[config.mk]
export PLATFORM = sky130hd
export DESIGN_NAME = yuv422_packer
export DESIGN_NICKNAME = d
export VERILOG_FILES = /design/src/rtl/yuv422_packer.sv
export SDC_FILE = /design/constraint.sdc
export NUM_CORES = 1
export LEC_CHECK = 0
export BUFFER_PORTS_ARGS = -buffer_cell sky130_fd_sc_hd__buf_2
export CAP_MARGIN = 20
export CORE_MARGIN = 4
export CORE_UTILIZATION = 30
export CTS_BUF_LIST = sky130_fd_sc_hd__clkbuf_2
export DETAILED_ROUTE_END_ITERATION = 8
export PLACE_DENSITY_LB_ADDON = 0.25
export SYNTH_ARGS = -nofsm -noshare
export SYNTH_HDL_FRONTEND = slang
export SYNTH_SLANG_ARGS = --single-unit
[constraint.sdc]
create_clock -name clk -period 3.4 [get_ports clk]
set_input_delay 0.68 -clock clk [delete_from_list [all_inputs] [get_ports clk]]
set_output_delay 0.68 -clock clk [all_outputs]
set_load 0.03 [all_outputs]
[src/rtl/yuv422_packer.sv]
// Packs a U,Y0,V,Y1 byte stream into 32-bit words and buffers them in a small
// FIFO. The FIFO accepts a push while full if the same edge also pops.
module yuv422_packer #(
  parameter int FIFO_DEPTH = 4
) (
  input  logic        clk,
  input  logic        reset,
  input  logic        yuv_valid,
  input  logic [7:0]  yuv_in,
  input  logic        sync_clr,
  input  logic        word_ready,
  output logic        word_valid,
  output logic [31:0] word_out,
  output logic [2:0]  fifo_level,
  output logic        overflow,
  output logic [15:0] word_cnt
);

  localparam logic [1:0] PH_U  = 2'd0;
  localparam logic [1:0] PH_Y0 = 2'd1;
  localparam logic [1:0] PH_V  = 2'd2;
  localparam logic [1:0] PH_Y1 = 2'd3;

  localparam int            PW       = (FIFO_DEPTH > 2) ? 2 : 1;
  localparam logic [PW-1:0] LAST_PTR = PW'(FIFO_DEPTH - 1);
  localparam logic [2:0]    FULL_LVL = 3'(FIFO_DEPTH);

  logic [1:0]    phase;
  logic [1:0]    phase_eff;
  logic [7:0]    lane_u;
  logic [7:0]    lane_y0;
  logic [7:0]    lane_v;
  logic [31:0]   mem [FIFO_DEPTH];
  logic [PW-1:0] wr_ptr;
  logic [PW-1:0] rd_ptr;
  logic [2:0]    level;
  logic          empty;
  logic          full;
  logic          push;
  logic          pop;
  logic          wr_en;

  // sync_clr realigns in the same edge, so a byte arriving with it is a U byte.
  assign phase_eff = sync_clr ? PH_U : phase;
  assign empty     = (level == 3'd0);
  assign full      = (level == FULL_LVL);
  assign push      = yuv_valid && (phase_eff == PH_Y1);
  assign pop       = !empty && word_ready;
  assign wr_en     = push && (!full || pop);

  assign word_valid = !empty;
  assign word_out   = empty ? 32'h0 : mem[rd_ptr];
  assign fifo_level = level;

  always_ff @(posedge clk) begin
    if (!reset) begin
      phase     <= PH_U;
      lane_u    <= 8'h0;
      lane_y0   <= 8'h0;
      lane_v    <= 8'h0;
      wr_ptr    <= '0;
      rd_ptr    <= '0;
      level     <= 3'd0;
      overflow  <= 1'b0;
      word_cnt  <= 16'h0;
    end else begin
      if (sync_clr) begin
        phase   <= PH_U;
        lane_u  <= 8'h0;
        lane_y0 <= 8'h0;
        lane_v  <= 8'h0;
      end
      if (yuv_valid) begin
        phase <= phase_eff + 2'd1;
        case (phase_eff)
          PH_U:    lane_u  <= yuv_in;
          PH_Y0:   lane_y0 <= yuv_in;
          PH_V:    lane_v  <= yuv_in;
          PH_Y1:   ;
          default: ;
        endcase
      end

      if (wr_en) begin
        wr_ptr   <= (wr_ptr == LAST_PTR) ? '0 : wr_ptr + 1'b1;
        word_cnt <= word_cnt + 16'd1;
      end
      if (pop) begin
        rd_ptr <= (rd_ptr == LAST_PTR) ? '0 : rd_ptr + 1'b1;
      end

      case ({wr_en, pop})
        2'b10:   level <= level + 3'd1;
        2'b01:   level <= level - 3'd1;
        default: level <= level;
      endcase

      if (push && full && !pop) begin
        overflow <= 1'b1;
      end
    end
  end

  // Storage has no reset; the pointers and level define what is valid.
  always_ff @(posedge clk) begin
    if (reset && wr_en) begin
      mem[wr_ptr] <= {lane_u, lane_y0, lane_v, yuv_in};
    end
  end

endmodule

### Word-level counts from Yosys, hierarchy flattened

Memories as Yosys holds them, arrays and structs flattened. A register that Yosys moved wholly into a read port is not among the register bits.
Cells that the tools add are included.

| storage, ports and cells | value |
|---|---|
| flip-flop bits (word level) | 50 |
| logic and storage cells | 56 |
| bits in writable memories | 128 |
| memories | 1 |
| output and inout port bits | 53 |

Memories:

| memory | words | width | rd ports | clocked after Yosys merged registers in | wr ports | line | text |
|---|---|---|---|---|---|---|---|
| mem | 4 | 32 | 1 | 1 | 1 | 33 | `logic [31:0] mem [FIFO_DEPTH];` |

| operators by class | value |
|---|---|
| reduce and logical (&&, ||, !) cells | 13 |
| muxes and demuxes | 19 |
| eq/ne operators | 8 |
| $add $sub $neg | 6 |

Operator list:

| operator | count |
|---|---|
| $mux W8 | 9 |
| $mux W32 | 1 |
| $add A16 B1 Y16 const B | 1 |
| $mux W2 | 6 |
| $eq A2 B2 Y1 const B | 5 |
| $add A2 B1 Y2 const B | 3 |
| $logic_and A1 B1 Y1 | 6 |
| $pmux W3 S2 | 1 |
| $eq A2 B1 Y1 const B | 2 |
| $add A3 B1 Y3 const B | 1 |
| $eq A3 B3 Y1 const B | 1 |
| $logic_not A1 Y1 | 3 |
| $logic_not A3 Y1 | 1 |
| $sub A3 B1 Y3 const B | 1 |
| $logic_not A2 Y1 | 1 |
| $mux W1 | 2 |
| $reduce_bool A2 Y1 | 1 |
| $logic_or A1 B1 Y1 | 1 |

### Depth between registers and ports, before layout

| logic depth | value |
|---|---|
| word-level depth | 8 |
| depth in mapped cells | 9 |
| depth with buffers taken out | 9 |

### Least setup slack after synthesis

Ideal clock, no wire load.

| path | value |
|---|---|
| kind | input to register |
| start point | in sync_clr |
| end point | mem mem[0][0], enable pin |
| buffers on the path | 1 |
| arrival | 2.675 ns |
| slack | 0.333 ns |
| stages on the path | 6 |
| cells stage by stage | nor2b_1 ha_1 nand2_1 clkbuf_1 nor2_1 and3_1 |

| between the ends | value |
|---|---|
| cells in the longest elaborated chain, start to end | 7 |

RTL lines:

| element | line | text |
|---|---|---|
| start, declared | 10 | `input logic sync_clr,` |
| $mux W2 | -- |  |
| $eq A2 B2 Y1 | 47 | `assign push = yuv_valid && (phase_eff == PH_Y1);` |
| $logic_and A1 B1 Y1 | 47 |  |
| $logic_and A1 B1 Y1 | 49 | `assign wr_en = push && (!full \|\| pop);` |
| $logic_and A1 B1 Y1 | 106 | `if (reset && wr_en) begin` |
| $mux W1 | 106 |  |
| $mux W1 (implied by the code) | 107 | `mem[wr_ptr] <= {lane_u, lane_y0, lane_v, yuv_in};` |
| end, declared | 33 |  |

No other way between the ends.

==> flow_summary.toml <==
[global_route]
grtUsageTotal_pct = 11.9
grt_pass1_vias = 4476
grt_pass1_wl_mm = 24.4
grt_max_degree = 37
grt-ovfl-total = 0
antenna_found_initial = 1

[logic_synthesis]
synth_top_family_by_area = "simple AND/OR/NAND/NOR gates"
synth-adder-area-share_pct = 2.01
ys.flop_type = "edfxtp_1"
synth_most_common_cell = "edfxtp_1"
synth_edf_count = 128
async_reset_ff_share_pct = 0
yosysSeqAreaShare_pct = 67.8
ys_types = 35
syn_area_um2 = 7200
yosysTopAreaCell = "edfxtp_1"
muxShareOfSynthArea_pct = 10.0
synth_area_leaders = "edfxtp_1 (53%), dfxtp_1 (14%), mux4_2 (10%), and2_1 (3.2%), a21oi_1 (3.1%)"
yosys.area_share.simple_pct = 12.4
synth-compound-area-share_pct = 4.60
yosysWarnings = 0
avgSynthCellArea_um2 = 14.7
synth_xor_area_share_pct = 1.22
synth_cells = 489
ys_ff_latch = 180
netlist_top_cells_count = "edfxtp_1 (128), dfxtp_1 (52), a21oi_1 (44)"
syn_nets = 513
synth_top_cell_area_share_pct = 53.4

[run_status]
status = "finished clean"

[worst_setup_path]
cp.depth = 4
worstPathRequired_ns = 2.72
ff2ff_setup_slack_ns = 0.85
cp_slowest_stage_delay_ns = 0.57
r2r_start = "phase[0]"
path_cells = "buf_12 -> mux4_2 -> and2_1 -> buf_2"
cp-end-kind = "output port"
crit_type = "flop to output port"
cp_top_family = "multiplexers"
critPathLaunchType = "flop"
arrival_ns = 2.42
slowest_stage = "mux4_2"
cp_max_fo = 22
ff2ff_path_depth = 6
r2r_end = "word_cnt[13]"
critPathBufInv = 2

[power_and_ir_drop]
power.leakage_nw = 2.80
pwr-share-comb_pct = 2.4
swShare_pct = 22.9
p_clk_share_pct = 31.3
power.density_nw_per_um2 = 432
power.internal_w = 0.00273
vdd_drop_max_uv = 190
power_switching_w = 0.000814
seqPwrFrac_pct = 66.3

[place]
gp_congestion = 0.763
place_worst_setup_slack_ns = 0.444
placed_area_um2 = 7970
dp_hpwl_mm = 9.60
io_buffers = 65

[cells_and_area]
syn2layout_area_growth_pct = 14.1
nets = 581
final_area_um2 = 8220
fillCellCount = 2334
drive_above_1_share_pct = 24.9
final-seq-area_um2 = 4890
multiInputGateArea_um2 = 2180

[route]
via_count = 4250
drt-total-wl_mm = 15.3
drtIter0Drc = 274
via_per_inst = 4.77
drc = 0
drt-pass1-iter-count = 5
wl_per_cell_um = 17.1
ant_nets = 0

[job]
drv_cap = 0

[clock_network]
tritoncts = "yes"
post_cts_buffers = 0
htree_levels = 4
cts_sinks = 180
clock_path_buffers = 2
root_buffer = "clkbuf_2"
ctsHoldBuffers = 0
cts_resized = 1
path_clk_slew_ns = 0.26
clock_latency_ns = 0.70
cts_made_buffers = 17

[sta]
finalCritPeriodShare_pct = 91.3
worst_slack_ns = 0.296
fin_skew_ns = 0.0325
slew_violations = 0
worst_slew_pin_slew_ns = 0.670
rsz0062_at_grt = "no"
final-setup-viol-count = 0
finalSetupTns_ns = 0
period_minus_slack_ns = 3.10
finalHoldViolCount = 0
relSlewSlack_pct = 55.2
timing.fmax_mhz = 322
hold_ws_ns = 0.254

[floorplanning]
die_y_um = 163
core_um2 = 23500
die_area_um2 = 26600
placementRows = 56
start_util_pct = 30.6
die-width_um = 163
ios = 66

[hold_path]
min_from = "yuv_in[2]"
hold_path_depth = 1
whs_endpoint = "mem[0][2]"
min_path_type = "input pin to flop"
cells in the final DEF, fill, tap and decap left out, types with 3 or more instances in the layout:
| cell | n |
|---|---|
| edfxtp_1 | 128 |
| buf_2 | 65 |
| dfxtp_1 | 51 |
| a21oi_1 | 44 |
| nand2_1 | 38 |
| and2_1 | 37 |
| mux4_2 | 32 |
| nand3b_1 | 24 |
| clkbuf_2 | 20 |
| nor2_1 | 16 |
| o21ai_0 | 11 |
| or3_1 | 10 |
| ha_1 | 10 |
| inv_1 | 8 |
| xnor2_1 | 8 |
| nand3_1 | 8 |
| nand4_1 | 7 |
| buf_4 | 6 |
| and3_1 | 5 |
| buf_12 | 5 |
| nor4_1 | 4 |
| inv_6 | 4 |
| or4_1 | 3 |
worst max-delay path by stage:
stage	end	slack (ns)
finish	word_out[17]	0.30
global route	word_out[17]	0.04
floorplan	mem[0][0]	0.33
detailed placement	word_cnt[13]	0.44
CTS	word_out[17]	0.14
global placement	word_cnt[13]	0.59
sequential cells by signal, summed over array words and instances (netlist names), named ones only:
name        count
fifo_level      3
lane_u          8
lane_v          8
lane_y0         8
mem           128
overflow        1
phase           2
rd_ptr          2
word_cnt       16
wr_ptr          2
final cells by class:
cell class	instances	area share, %
Sequential cell	180	59.5
Multi-Input combinational cell	274	26.5
Timing Repair Buffer	76	5.73
Tap cell	319	4.86
Clock inverter	12	1.74
Clock buffer	20	1.22
Inverter	8	0.365
Antenna cell	2	0.0609
power by group through the flow:
stage / clock network (W) / registers (W) / logic, W
5_1_grt: 0.00125 / 0.00236 / 0.0000948
6_report: 0.00111 / 0.00235 / 0.0000851
2_1_floorplan: 0 / 0.00240 / 0.0000475
3_5_place_dp: 0 / 0.00240 / 0.0000859
3_3_place_gp: 0 / 0.00240 / 0.0000835
4_1_cts: 0.00116 / 0.00235 / 0.0000863
routing by layer:
layer / up-vias / global-route usage, % / share of wire (%)
met5: - / 0 / 0
met4: 0 / 2.82 / 0.70
met3: 8 / 3.47 / 4.8
met2: 85 / 19.9 / 50
met1: 2179 / 15.4 / 44
li1: 1978 / - / -
cells by family after synthesis:
logic type	Yosys count
buffers and inverters	35
multiplexers	32
XOR/XNOR	10
AO/OA/AOI/OAI	62
AND/OR/NAND/NOR	159
flip-flops	180
adder cells (fa/ha/maj)	11
metrics by stage:
stage,utilization (%),cells,total power [W]
floorplan,-,489,0.00244
finish,34.9,891,0.00355
detailed placement,33.8,857,0.00249
global route,34.9,891,0.00370
global placement,33.8,857,0.00248
CTS,34.9,889,0.00360
Power figures use the tool's default switching activity.
